**src/rtl/ws2812_pkg.sv**
```systemverilog
// Shared WS2812B definitions: decoder state encoding and the NRZ timing
// constants (in 40 MHz clk cycles) used by both the generator and the decoder.
package ws2812_pkg;

    typedef enum logic [2:0] {
        SYNC,
        IDLE,
        HIGH,
        LOW,
        ERR
    } dec_state_t;

    localparam int T0H      = 17;
    localparam int T1H      = 33;
    localparam int T0L      = 35;
    localparam int T1L      = 19;
    localparam int T_LATCH  = 2000;
    localparam int PIX_BITS = 24;

endpackage

```
**src/rtl/ws2812_sync.sv**
```systemverilog
// Multi-flop synchronizer for the asynchronous WS2812B input, plus single-cycle
// rising/falling edge pulses derived from the synchronized level.
module ws2812_sync #(
    parameter int SYNC_STAGES = 2
) (
    input  logic clk,
    input  logic reset,
    input  logic din,
    output logic ds,
    output logic rise,
    output logic fall
);

    logic [SYNC_STAGES-1:0] sync_reg;
    logic                   prev_reg;

    always_ff @(posedge clk or negedge reset) begin
        if (!reset) begin
            sync_reg <= '0;
            prev_reg <= 1'b0;
        end else begin
            sync_reg <= {sync_reg[SYNC_STAGES-2:0], din};
            prev_reg <= sync_reg[SYNC_STAGES-1];
        end
    end

    // Both edges see the same pipeline delay, so measured widths are exact.
    assign ds   = sync_reg[SYNC_STAGES-1];
    assign rise = ds & ~prev_reg;
    assign fall = ~ds & prev_reg;

endmodule

```
**src/rtl/ws2812_decoder.sv**
```systemverilog
// WS2812B NRZ receiver: measures high pulses, classifies bits, packs 24-bit
// pixels (first bit in pixel[0]) and reports frame latches and width errors.
module ws2812_decoder
    import ws2812_pkg::*;
#(
    parameter int SYNC_STAGES = 2,
    parameter int MIN_HIGH    = 6,
    parameter int BIT_THRESH  = 24,
    parameter int MAX_HIGH    = 48,
    parameter int RESET_LOW   = 1600,
    parameter int PIX_W       = 9
) (
    input  logic             clk,
    input  logic             reset,
    input  logic             din,
    output logic [23:0]      pixel,
    output logic             pixel_valid,
    output logic [PIX_W-1:0] pixel_index,
    output logic             frame_done,
    output logic [PIX_W-1:0] frame_pixels,
    output logic             bit_error
);

    localparam int               WC_W     = $clog2(RESET_LOW + 1);
    localparam logic [WC_W-1:0]  WC_MAX   = WC_W'(RESET_LOW);
    localparam logic [WC_W-1:0]  WC_ONE   = WC_W'(1);
    localparam logic [WC_W-1:0]  MIN_W    = WC_W'(MIN_HIGH);
    localparam logic [WC_W-1:0]  THRESH_W = WC_W'(BIT_THRESH);
    localparam logic [WC_W-1:0]  MAX_W    = WC_W'(MAX_HIGH);
    localparam logic [PIX_W-1:0] PIX_MAX  = '1;

    logic ds, rise, fall;

    ws2812_sync #(.SYNC_STAGES(SYNC_STAGES)) u_sync (
        .clk   (clk),
        .reset (reset),
        .din   (din),
        .ds    (ds),
        .rise  (rise),
        .fall  (fall)
    );

    dec_state_t       state_reg, state_next;
    logic [WC_W-1:0]  wc_reg, wc_next;
    logic [23:0]      sr_reg, sr_next;
    logic [4:0]       bit_cnt_reg, bit_cnt_next;
    logic [PIX_W-1:0] pix_cnt_reg, pix_cnt_next;
    logic [23:0]      pixel_reg, pixel_next;
    logic             pixel_valid_reg, pixel_valid_next;
    logic [PIX_W-1:0] pixel_index_reg, pixel_index_next;
    logic             frame_done_reg, frame_done_next;
    logic [PIX_W-1:0] frame_pixels_reg, frame_pixels_next;
    logic             bit_error_reg, bit_error_next;

    logic [WC_W-1:0]  wc_inc;
    logic             latch_hit;
    logic             bit_val;
    logic [23:0]      word;

    assign wc_inc    = (wc_reg == WC_MAX) ? wc_reg : wc_reg + WC_ONE;
    assign latch_hit = (wc_inc == WC_MAX);

    always_ff @(posedge clk or negedge reset) begin
        if (!reset) begin
            state_reg        <= SYNC;
            wc_reg           <= '0;
            sr_reg           <= '0;
            bit_cnt_reg      <= '0;
            pix_cnt_reg      <= '0;
            pixel_reg        <= '0;
            pixel_valid_reg  <= 1'b0;
            pixel_index_reg  <= '0;
            frame_done_reg   <= 1'b0;
            frame_pixels_reg <= '0;
            bit_error_reg    <= 1'b0;
        end else begin
            state_reg        <= state_next;
            wc_reg           <= wc_next;
            sr_reg           <= sr_next;
            bit_cnt_reg      <= bit_cnt_next;
            pix_cnt_reg      <= pix_cnt_next;
            pixel_reg        <= pixel_next;
            pixel_valid_reg  <= pixel_valid_next;
            pixel_index_reg  <= pixel_index_next;
            frame_done_reg   <= frame_done_next;
            frame_pixels_reg <= frame_pixels_next;
            bit_error_reg    <= bit_error_next;
        end
    end

    always_comb begin
        state_next        = state_reg;
        wc_next           = wc_reg;
        sr_next           = sr_reg;
        bit_cnt_next      = bit_cnt_reg;
        pix_cnt_next      = pix_cnt_reg;
        pixel_next        = pixel_reg;
        pixel_valid_next  = 1'b0;
        pixel_index_next  = pixel_index_reg;
        frame_done_next   = 1'b0;
        frame_pixels_next = frame_pixels_reg;
        bit_error_next    = 1'b0;
        bit_val           = (wc_reg > THRESH_W);
        word              = {bit_val, sr_reg[23:1]};

        case (state_reg)
            SYNC: begin
                if (ds) begin
                    wc_next = '0;
                end else if (latch_hit) begin
                    state_next       = IDLE;
                    wc_next          = '0;
                    pix_cnt_next     = '0;
                    pixel_index_next = '0;
                end else begin
                    wc_next = wc_inc;
                end
            end
            IDLE: begin
                if (rise) begin
                    state_next = HIGH;
                    wc_next    = WC_ONE;
                end
            end
            HIGH: begin
                if (fall) begin
                    if (wc_reg < MIN_W || wc_reg > MAX_W) begin
                        state_next = ERR;
                    end else begin
                        state_next = LOW;
                        wc_next    = WC_ONE;
                        if (bit_cnt_reg == 5'd23) begin
                            pixel_next       = word;
                            pixel_valid_next = 1'b1;
                            pixel_index_next = pix_cnt_reg;
                            pix_cnt_next     = (pix_cnt_reg == PIX_MAX) ? pix_cnt_reg
                                                                        : pix_cnt_reg + 1'b1;
                            bit_cnt_next     = '0;
                            sr_next          = '0;
                        end else begin
                            sr_next      = word;
                            bit_cnt_next = bit_cnt_reg + 5'd1;
                        end
                    end
                end else begin
                    // A stuck-high line is flagged without waiting for its falling edge.
                    wc_next = wc_inc;
                    if (wc_inc > MAX_W) begin
                        state_next = ERR;
                    end
                end
            end
            LOW: begin
                if (rise) begin
                    state_next = HIGH;
                    wc_next    = WC_ONE;
                end else if (latch_hit) begin
                    bit_error_next = (bit_cnt_reg != '0);
                    if (bit_cnt_reg != '0 || pix_cnt_reg != '0) begin
                        frame_done_next   = 1'b1;
                        frame_pixels_next = pix_cnt_reg;
                    end
                    state_next       = IDLE;
                    wc_next          = '0;
                    sr_next          = '0;
                    bit_cnt_next     = '0;
                    pix_cnt_next     = '0;
                    pixel_index_next = '0;
                end else begin
                    wc_next = wc_inc;
                end
            end
            ERR: begin
                bit_error_next = 1'b1;
                state_next     = SYNC;
                wc_next        = '0;
                sr_next        = '0;
                bit_cnt_next   = '0;
            end
            default: begin
                state_next = SYNC;
                wc_next    = '0;
            end
        endcase
    end

    assign pixel        = pixel_reg;
    assign pixel_valid  = pixel_valid_reg;
    assign pixel_index  = pixel_index_reg;
    assign frame_done   = frame_done_reg;
    assign frame_pixels = frame_pixels_reg;
    assign bit_error    = bit_error_reg;

endmodule
```
**config.mk**
```make
export PLATFORM = sky130hd
export DESIGN_NAME = ws2812_decoder
export DESIGN_NICKNAME = d
export VERILOG_FILES = /design/src/rtl/ws2812_pkg.sv /design/src/rtl/ws2812_sync.sv /design/src/rtl/ws2812_decoder.sv
export SDC_FILE = /design/constraint.sdc
export NUM_CORES = 1
export LEC_CHECK = 0
export CAP_MARGIN = 15
export CORE_MARGIN = 2
export CORE_UTILIZATION = 30
export DETAILED_ROUTE_END_ITERATION = 7
export PLACE_DENSITY = 0.43
export REMOVE_ABC_BUFFERS = 1
export SETUP_SLACK_MARGIN = 0.15
export SLEW_MARGIN = 15
export SYNTH_ARGS = -nofsm -noshare
export SYNTH_HDL_FRONTEND = slang
export SYNTH_SLANG_ARGS = --single-unit
export TNS_END_PERCENT = 10
```
**constraint.sdc**
```tcl
create_clock -name clk -period 5.7 [get_ports clk]
set_clock_uncertainty 0.1 [all_clocks]
set_input_delay 1.14 -clock clk [delete_from_list [all_inputs] [get_ports clk]]
set_output_delay 1.14 -clock clk [all_outputs]
set_load 0.03 [all_outputs]
```
### Word-level counts from Yosys, hierarchy flattened

Cells that the tools add are included.

* muxes and demuxes: 54
* add/subtract/negate cells: 3
* bitwise gates (word level): 6
* eq/ne operators: 18
* reductions and logical operators: 14
* $lt $le $gt $ge: 4

Operator list (count)
* 2-to-1 mux 24 bit: 5
* 2-to-1 mux 9 bit: 13
* 2-to-1 mux 11 bit: 7
* one-hot mux 24 bit (3 select lines): 1
* one-hot mux 9 bit (3 select lines): 2
* one-hot mux 11 bit (4 select lines): 1
* 2-to-1 mux 5 bit: 5
* equality test 11 bit (second input constant): 2
* > comparator 11 x 6 -> 1 bit (second input constant): 2
* 2-to-1 mux 3 bit: 7
* != test 2 bit (second input constant): 8
* one-hot mux 5 bit (3 select lines): 1
* one-hot mux 3 bit (4 select lines): 1
* adder 11 x 1 -> 11 bit (second input constant): 1
* > comparator 11 x 5 -> 1 bit (second input constant): 1
* < comparator 11 x 3 -> 1 bit (second input constant): 1
* 2-to-1 mux 1 bit: 10
* adder 9 x 1 -> 9 bit (second input constant): 1
* equality test 9 bit (second input constant): 1
* nonzero test 9 bit: 1
* AND reduction 4 bit: 2
* AND reduction 7 bit: 1
* equality test 3 x 2 -> 1 bit (second input constant): 2
* != test 3 bit (second input constant): 2
* 15 further kinds: 21

* register bits after elaboration: 100
* logic and storage cells: 112
* output and inout port bits: 45

### Depth between registers and ports, before layout

Gate-level depths: netlist (run 1).

* depth in word-level cells: 6
* depth in mapped cells: 12
* depth with buffers taken out: 10

### Cells and area by module

A second synthesis (run 1) with hierarchy kept.

* cell total of the unflattened synthesis: 472
* area total of the unflattened synthesis: 4818.4 um^2

Modules (own cells, without submodules)
* ws2812_decoder: cells an instance 467, area an instance 4728.3 um^2, instances 1
* ws2812_sync: cells an instance 5, area an instance 90.1 um^2, instances 1

### Least setup slack after synthesis (run 1)

OpenSTA, ideal clock, no wires.

* path type: register to register
* from: register wc_reg[0]
* to: register pixel_reg[14] (netlist: pixel[14])
* setup slack: 3296 ps
* clock period less this slack: 2404 ps
* data arrival time: 2180 ps
* buffers on the path: 3
* stages on the path, launching flop included: 11
* path through: dfrtp_1 > buf_4 > inv_1 > ha_1 > nor3b_2 > a2bb2oi_1 > and4_1 > and2_1 > buf_4 > buf_6 > mux2_2

* longest elaborated chain between the ends: 4
* elaborated cells between the ends (all ways): 5

Ends and longest elaborated chain
* from (decl): line ws2812_decoder.sv:44 `logic [WC_W-1:0] wc_reg, wc_next;`
* from (signal assigned): line ws2812_decoder.sv:78 `wc_reg <= wc_next;`
* < comparator 11 x 3 -> 1 bit or > comparator 11 x 6 -> 1 bit (tied branches): line ws2812_decoder.sv:127 `if (wc_reg < MIN_W || wc_reg > MAX_W) begin`
* logical OR 1 bit (*): line ws2812_decoder.sv:127
* NOT 1 bit (no source line) (*)
* AND reduction 4 bit (no source line) (*)
* to (signal assigned): line ws2812_decoder.sv:82 `pixel_reg <= pixel_next;`
* to (decl): line ws2812_decoder.sv:48 `logic [23:0] pixel_reg, pixel_next;`

Mark *: on every way between the ends. The rest lies on a longest branch, timed or not.
A chain may end at the register's enable or synchronous reset.

### Final worst setup path (run 1)

* from: register state_reg[0]
* to: register pix_cnt_reg[0]

* longest elaborated chain between the ends: 3
* elaborated cells between the ends (all ways): 12

Ends and longest elaborated chain
* from (decl): line ws2812_decoder.sv:43 `dec_state_t state_reg, state_next;`
* from (signal assigned): line ws2812_decoder.sv:77 `state_reg <= state_next;`
* equality test 3 x 2 -> 1 bit or logical NOT 3 bit (tied branches): line ws2812_decoder.sv:106 `case (state_reg)`
* != test 2 bit (no source line) or nonzero test 3 bit (tied branches)
* AND reduction 7 bit (no source line)
* to (signal assigned): line ws2812_decoder.sv:81 `pix_cnt_reg <= pix_cnt_next;`
* to (decl): line ws2812_decoder.sv:47 `logic [PIX_W-1:0] pix_cnt_reg, pix_cnt_next;`

Parallel ways exist; a longest one is shown, timed or not.

==> impl_metrics.toml, run 1 <==
[synthesis]
ys.flop_type = "dfrtp_1"
synth_cells = 476
yosysUniqueCellTypes = 67
yosys.cell_count.top_type = "dfrtp_1"
syn_area_per_cell_um2 = 10.3
synth.top_cells.by_area = "dfrtp_1 51%, mux2_2 6.0%, nand2_1 5.4%"
top_cell_types_by_occurrence_after_synthesis = "99 x dfrtp_1, 70 x nand2_1, 48 x o21ai_0"
synth.yosys.seq_area_share_pct = 50.7
syn_area_um2 = 4890
synth_top_area_share_pct = 50.7
postSynthRegisterBits = 99
count_of_flip_flops_with_a_built_in_enable_after_synthesis = 0
share_of_async_settable_or_async_resettable_flops_after_synthesis_pct = 100
synth_top_cell_by_area = "dfrtp_1"
yosys_warnings = 0

[power]
ir_worst_vdd_v = 0.000141
power-per-cell-area_nw_per_um2 = 232
power_leakage_nw = 2.50

[critical_path]
critical_path.startpoint_type = "register"
crit_required_ns = 5.85
end_kind = "register"
critPathArrivalTime_ns = 3.54
critical_path_peak_fanout = 28
path_class = "reg2reg"

[clocking]
cts_tree = "done"
cts_post_setup_buffers_inserted = 0
clk_path_buf_depth = 2
post_cts_resized = 0
cts.hold.buffers_added = 0
numClockSinks = 99
cts-buffers-inserted = 9
cts-htree-levels = 3
clk_root_buffer_cell = "clkbuf_16"
clk-insertion-delay-late_ns = 0.37
clk_pin_slew_ns = 0.07

[global_routing]
global_route.usage.total_pct = 13.2
antenna_violations_before_repair = 0
gr-total-overflow = 0
grt_pass1_vias = 3503
global_route_wire_length_before_repair_mm = 18.5
grt_max_degree = 65

[route]
post_drt_wl_per_cell_um = 14.7
firstDrtPassIters = 4
via_per_inst = 4.82
via_count = 3541
post-route-drc-count = 0
wl_mm = 10.8
first_iter_violations = 187
route.antenna.remaining_nets = 0

[final_layout]
drive_above_1_share_pct = 15.0
area_growth_syn_to_layout_pct = 18.4
finalInstanceArea_um2 = 5790
largest_register_ff_count = 24
fin_nets = 524
ant_cells = 0

[floorplanning]
num_rows = 46
io_pins = 48
design.die.area_um2 = 17300
die_x_um = 132
die_h_um = 132
core-area_um2 = 15900
start_util_pct = 30.8

[run]
maxCapViolCount = 0

[sta]
setup_viol = 0
timing.final.crit_share_pct = 59.5
tightest_slew_ns = 0.842
setup-tns-final_ns = 0
fin_crit_ns = 3.39
grt_setup_unrepaired = "false"
worst_slew_margin_rel_pct = 43.9
hold_viol = 0
max_slew_violation_count = 0
fmax_mhz = 295

[hold_path]
holdCritPathClass = "reg2reg"

[place]
dpl_wire_length_mm = 7.16
detailed_place.area_um2 = 5490
place_congestion = 0.808
port_buffers = 47

[status]
status = "finished, final reports clean"
[path summary, 6_finish.rpt]
kind                                              start                            to  slack [ns]  cells past startpoint
setup reg to reg               state_reg[0]$_DFFE_PN0P_    pix_cnt_reg[0]$_DFFE_PN0P_        2.31                      7
hold / removal             u_sync.sync_reg[0]$_DFF_PN0_  u_sync.sync_reg[1]$_DFF_PN0_        0.25                      0
hold reg to reg            u_sync.sync_reg[0]$_DFF_PN0_  u_sync.sync_reg[1]$_DFF_PN0_        0.25                      0
max in group asynchronous                         reset    bit_cnt_reg[2]$_DFFE_PN0P_        3.74                      2
min in group asynchronous                         reset         pixel[20]$_DFFE_PN0P_        0.78                      1
setup / recovery               state_reg[0]$_DFFE_PN0P_    pix_cnt_reg[0]$_DFFE_PN0P_        2.31                      7
[where the power goes]
group	total (mW)	switching, mW	internal, mW	leakage (nW)
sequential	0.710	0.00584	0.705	1.37
clock	0.594	0.295	0.299	0.137
combinational	0.0382	0.0263	0.0119	0.990
total	1.34	0.327	1.02	2.50
[metal layers]
layer / up-vias / wire (um) / track usage, %
met3: 11 / 364 / 3.43
li1: 1749 / - / -
met4: 0 / 174 / 4.89
met1: 1738 / 5450 / 17.7
met5: - / 0 / 0
met2: 43 / 4840 / 20.4
[cell families after synthesis]
family	synth area share (%)
simple gates	17.6
compound gates	13.9
flops	50.7
buf+inv	5.07
mux	9.77
xor+xnor	1.25
fa+ha+maj	1.79
[cells in the final DEF, fill, tap and decap left out, types with 20 or more instances in the layout]
master	synthesis	final
a21oi_1	22	22
inv_1	20	20
nand2_1	70	70
o21ai_0	48	48
mux2_2	26	26
nor2_1	29	29
clkdlybuf4s50_1	0	46
dfrtp_1	99	99
[layout make-up]
cell class	instances	area, um2
clock buffers	9	225
fillers	1611	10100
clock inverters	7	51.3
repair buffers	51	518
multi-input cells	333	2170
flip-flops and latches	99	2480
well taps	216	270
inverters	20	75.1
[worst max-delay path, cell delays in order (launching register included)]
cell and delay, ns:
dfrtp_1 0.49, or2b_2 0.38, nor2_1 0.48, and4_1 0.40, and2_1 0.48, buf_4 0.40
o21ai_0 0.22, mux2_2 0.29
[through the flow]
step	instances	total power [mW]	hold WS (ns)	utilization [%]	worst slack, ns
floorplan	452	0.742	0.231	-	2.54
global placement	718	0.764	0.240	34.5	2.41
detailed placement	718	0.764	0.243	34.5	2.28
CTS	734	1.37	0.260	36.3	2.27
global route	735	1.40	0.261	36.4	2.09
finish	735	1.34	0.253	36.4	2.31
(Power assumes the default switching activity.)
==> inputs of run 2 (changes only) <==
clock period = 3.4 ns   (was 5.7 ns; I/O delays follow)
==> run 2 against run 1 <==
Sequential share of layout area down 0.50 points. Wire length up 1.7%. Flip-flop and latch count unchanged. Hold slack worse by 0.035 ns. Non-clock buffer count up 4. Via count up 0.65%. Die area unchanged. Largest cell class unchanged.
==> impl_metrics.toml, run 2 (same netlist as run 1, synthesis figures left out) <==
[clocking]
post_cts_resized = 0
cts_post_setup_buffers_inserted = 0
cts.hold.buffers_added = 0
numClockSinks = 99
clk-insertion-delay-late_ns = 0.35
cts-buffers-inserted = 9
cts-htree-levels = 3
cts_tree = "done"
clk_path_buf_depth = 2
clk_pin_slew_ns = 0.07
clk_root_buffer_cell = "clkbuf_16"

[critical_path]
largest_stage_delay_on_the_critical_path_ns = 0.49
source_of_the_critical_timing_path = "wc_reg[0]$_DFFE_PN0P_"
reg2reg_slack_ns = 0.46
crit-reg2reg-launch = "wc_reg[0]$_DFFE_PN0P_"
r2r.worst_path.cells = 9
end_kind = "register"
r2r_end = "pix_cnt_reg[0]$_DFFE_PN0P_"
critical_path.cell_chain = "inv_1, ha_1, nor3b_2, a2bb2oi_1, and4_1, and2_1, buf_4, o21ai_0, mux2_2"
critPathArrivalTime_ns = 3.07
critical_path_peak_fanout = 30
crit_required_ns = 3.54
critical_path.startpoint_type = "register"
crit_slowest_cell = "dfrtp_1"
path_class = "reg2reg"

[global_routing]
grt_pass1_vias = 3608
global_route.usage.total_pct = 13.2
grt_max_degree = 60
global_route_wire_length_before_repair_mm = 18.5
gr-total-overflow = 0
antenna_violations_before_repair = 0

[route]
post_drt_wl_per_cell_um = 14.9
post-route-drc-count = 0
wl_mm = 11.0
route.antenna.remaining_nets = 0
firstDrtPassIters = 4
first_iter_violations = 282
via_count = 3564
via_per_inst = 4.82

[final_layout]
drive_above_1_share_pct = 15.7
largest_register_ff_count = 24
leading_cell_types_in_the_layout_fill_and_taps_excluded = "99 x dfrtp_1, 70 x nand2_1, 48 x o21ai_0, 46 x clkdlybuf4s50_1, 29 x nor2_1"
fin_nets = 528
multi_input_area_um2 = 2170
filler_cell_count = 1603
area_growth_syn_to_layout_pct = 19.8
ant_cells = 0
layout.cells.most_common = "dfrtp_1"
layout.cells.non_filler = 739
ff_latch_area_um2 = 2480

[sta]
setup_viol = 0
grt_setup_unrepaired = "false"
fmax_mhz = 341
timing.final.crit_share_pct = 86.3
setup-tns-final_ns = 0
tightest_slew_ns = 0.752
fin_crit_ns = 2.94
hold_viol = 0
worst_slew_margin_rel_pct = 49.2
max_slew_violation_count = 0

[place]
dp_cells = 723
place_congestion = 0.867
port_buffers = 47
dpl_wire_length_mm = 7.47

[floorplanning]
start_util_pct = 30.8
design.die.area_um2 = 17300
die_h_um = 132
io_pins = 48
num_rows = 46
die_x_um = 132
core-area_um2 = 15900

[power]
power_leakage_nw = 2.54
ir_worst_vdd_v = 0.000195
power-per-cell-area_nw_per_um2 = 408

[hold_path]
holdCritPathClass = "in2async"

[status]
status = "finished, final reports clean"

[run]
maxCapViolCount = 0
## run 2: cell types whose count changed in the layout (fill, tap and decap cells not counted), sizes merged
cell	before	now
clkinv	4	2
buf	5	9
bufinv	0	2
## run 2: power breakdown
| group | switching (mW) | internal [mW] | total (mW) |
|---|---|---|---|
| sequential | 0.00978 | 1.18 | 1.19 |
| clock | 0.481 | 0.651 | 1.13 |
| combinational | 0.0450 | 0.0224 | 0.0675 |
| total | 0.536 | 1.85 | 2.39 |
## run 2: per-stage QoR
stage / utilization, % / area, um2 / hold slack (ns) / power [mW] / setup slack [ns]
detailed placement: 34.8 / 5540 / 0.238 / 1.28 / 0.489
global placement: 34.8 / 5540 / 0.244 / 1.28 / 0.604
floorplan: - / 4720 / 0.231 / 1.24 / 0.244
finish: 36.9 / 5860 / 0.217 / 2.39 / 0.465
global route: 36.9 / 5860 / 0.261 / 2.50 / 0.234
CTS: 36.9 / 5860 / 0.238 / 2.42 / 0.465
## run 2: layout make-up
type                    count  area share (%)
repair buffers             55            9.23
multi-input cells         333            37.1
inverters                  20            1.28
well taps                 216            4.61
clock buffers               9            3.84
flip-flops and latches     99            42.3
clock inverters             7            1.67
## run 2: worst max-delay path by stage
stage	end	slack (ns)
floorplan	pix_cnt_reg[0]$_DFFE_PN0P_	0.24
global placement	pix_cnt_reg[0]$_DFFE_PN0P_	0.60
detailed placement	pix_cnt_reg[0]$_DFFE_PN0P_	0.49
CTS	pix_cnt_reg[0]$_DFFE_PN0P_	0.47
global route	pix_cnt_reg[0]$_DFFE_PN0P_	0.23
finish	pix_cnt_reg[0]$_DFFE_PN0P_	0.46
## run 2: per-layer routing
| metal | GRT usage [%] | vias to the layer above | routed length, um |
|---|---|---|---|
| li1 | - | 1760 | - |
| met1 | 18.2 | 1732 | 5470 |
| met2 | 20.5 | 56 | 5040 |
| met3 | 2.16 | 16 | 309 |
| met4 | 5.62 | 0 | 188 |
| met5 | 0 | - | 0 |
## run 2: critical path: cells and delay by family (launching register included)
kind / cells / cell delay, ns
AOI/OAI and AO/OA: 2 / 0.57
and+or+nand+nor: 3 / 0.72
adders and majority gates: 1 / 0.17
muxes: 1 / 0.29
DFF: 1 / 0.49
buffers and inverters: 2 / 0.48
==> inputs of run 3 (changes only) <==
RECOVER_POWER = 100   (was unset)
==> run 3 against run 2 <==
The flow now finishes with violations (capacitance limit, slew limit). Flip-flop and latch count unchanged. Combinational power is 3.1% lower. Die area is the same.
==> impl_metrics.toml, run 3 (same netlist as run 1, synthesis figures left out) <==
[critical_path]
critical_path_peak_fanout = 17
reg2reg_slack_ns = 0.34
largest_stage_delay_on_the_critical_path_ns = 0.49
r2r.worst_path.cells = 10
crit_slowest_cell = "dfrtp_1"
end_kind = "register"
critical_path_cell_count = 10
timing.critical_path.buf_inv = 2
path_class = "reg2reg"
critical_path.startpoint_type = "register"
cp_top_family = "compound AO/OA/AOI/OAI gates"
critPathArrivalTime_ns = 3.20
critical_path.cell_chain = "inv_1, ha_1, nor3b_1, nand4_1, mux2i_1, o2111a_1, a211oi_4, clkbuf_2, a21o_2, a22o_2"
crit_required_ns = 3.54

[floorplanning]
io_pins = 48
design.die.area_um2 = 17300
start_util_pct = 30.8
num_rows = 46
die_x_um = 132
core-area_um2 = 15900
die_h_um = 132

[place]
port_buffers = 47
dpl_wire_length_mm = 7.47
place_congestion = 0.867
pre_cts_ws_ns = 0.489
detailed_place.area_um2 = 5540
dp_cells = 723

[clocking]
cts_post_setup_buffers_inserted = 0
cts-htree-levels = 3
clk_path_buf_depth = 2
cts_tree = "done"
clk_root_buffer_cell = "clkbuf_16"
clk-insertion-delay-late_ns = 0.35
clk_pin_slew_ns = 0.07
cts.hold.buffers_added = 0
post_cts_resized = 0
cts-buffers-inserted = 9
numClockSinks = 99

[final_layout]
fin_nets = 528
finalInstanceArea_um2 = 5810
layout.cells.most_common = "dfrtp_1"
ant_cells = 0
layout.cells.non_filler = 739
filler_cell_count = 1618
drive_above_1_share_pct = 13.0
leading_cell_types_in_the_layout_fill_and_taps_excluded = "99 x dfrtp_1, 70 x nand2_1, 49 x o21ai_0, 46 x dlygate4sd3_1, 29 x nor2_1"
final_core_utilization_pct = 36.6
area_growth_syn_to_layout_pct = 18.8
largest_register_ff_count = 24

[sta]
timing.final.crit_share_pct = 90.0
fin_crit_ns = 3.06
setup-tns-final_ns = 0
tightest_slew_ns = 2.38
setup_viol = 0
grt_setup_unrepaired = "false"
max_slew_violation_count = 41
fmax_mhz = 327
timing.final.ws_setup_ns = 0.341
hold-worst-slack_ns = 0.250
worst_slew_margin_rel_pct = -58.6
hold_viol = 0

[power]
report.power.total_mw = 2.39
power_leakage_nw = 2.66
ir_worst_vdd_v = 0.000195
power-per-cell-area_nw_per_um2 = 411

[route]
wl_mm = 11.1
via_per_inst = 4.84
route.antenna.remaining_nets = 0
post-route-drc-count = 0
firstDrtPassIters = 4
first_iter_violations = 312
via_count = 3578
post_drt_wl_per_cell_um = 15.0

[run]
maxCapViolCount = 1

[status]
violations_in_the_final_reports = "capacitance limit, slew limit"
status = "finished with violations"

[global_routing]
grt_pass1_vias = 3608
global_route.usage.total_pct = 13.2
antenna_violations_before_repair = 0
global_route_wire_length_before_repair_mm = 18.5
gr-total-overflow = 0
grt_max_degree = 60

[hold_path]
holdCritPathClass = "reg2reg"
cells_on_worst_hold_path = 0
run 3: changes by cell type in the layout (fill, tap and decap cells not counted), sizes merged:
cell           change
clkdlybuf4s50     -46
buf                -4
clkbuf             +4
dlygate4sd3       +46
run 3: area by class of cell:
class	instances	area, um2	area share [%]
clock buffer	9	225	3.88
clock inverter	7	97.6	1.68
inverter	20	75.1	1.29
multi-input combinational	333	2130	36.8
sequential	99	2480	42.7
tap	216	270	4.65
timing repair buffer	55	528	9.09
run 3: power by group:
group	internal [mW]	total, mW	switching [mW]
Combinational	0.0205	0.0654	0.0449
Sequential	1.18	1.19	0.00990
Clock	0.651	1.13	0.483
run 3: worst reg2reg max path, delay by kind of cell (launching register included):
kind,cells,cell delay (ns)
AOI/OAI and AO/OA,4,0.98
and+or+nand+nor,2,0.57
DFF,1,0.49
buffers and inverters,2,0.40
muxes,1,0.26
adders and majority gates,1,0.17
run 3: worst paths after layout:
| kind | start | end |
|---|---|---|
| max reg2reg | wc_reg[0]$_DFFE_PN0P_ | wc_reg[10]$_DFFE_PN0P_ |
| min in group asynchronous | reset | wc_reg[8]$_DFFE_PN0P_ |
| max in group asynchronous | reset | pixel[21]$_DFFE_PN0P_ |
| min reg2reg | u_sync.sync_reg[0]$_DFF_PN0_ | u_sync.sync_reg[1]$_DFF_PN0_ |
| max | wc_reg[0]$_DFFE_PN0P_ | wc_reg[10]$_DFFE_PN0P_ |
| min | u_sync.sync_reg[0]$_DFF_PN0_ | u_sync.sync_reg[1]$_DFF_PN0_ |
run 3: layer usage:
| metal | global-route usage (%) | part of all wire (%) | vias to the layer above |
|---|---|---|---|
| li1 | - | - | 1760 |
| met1 | 18.2 | 50 | 1742 |
| met2 | 20.5 | 46 | 59 |
| met3 | 2.16 | 2.8 | 17 |
| met4 | 5.62 | 1.7 | 0 |
| met5 | 0 | 0 | - |
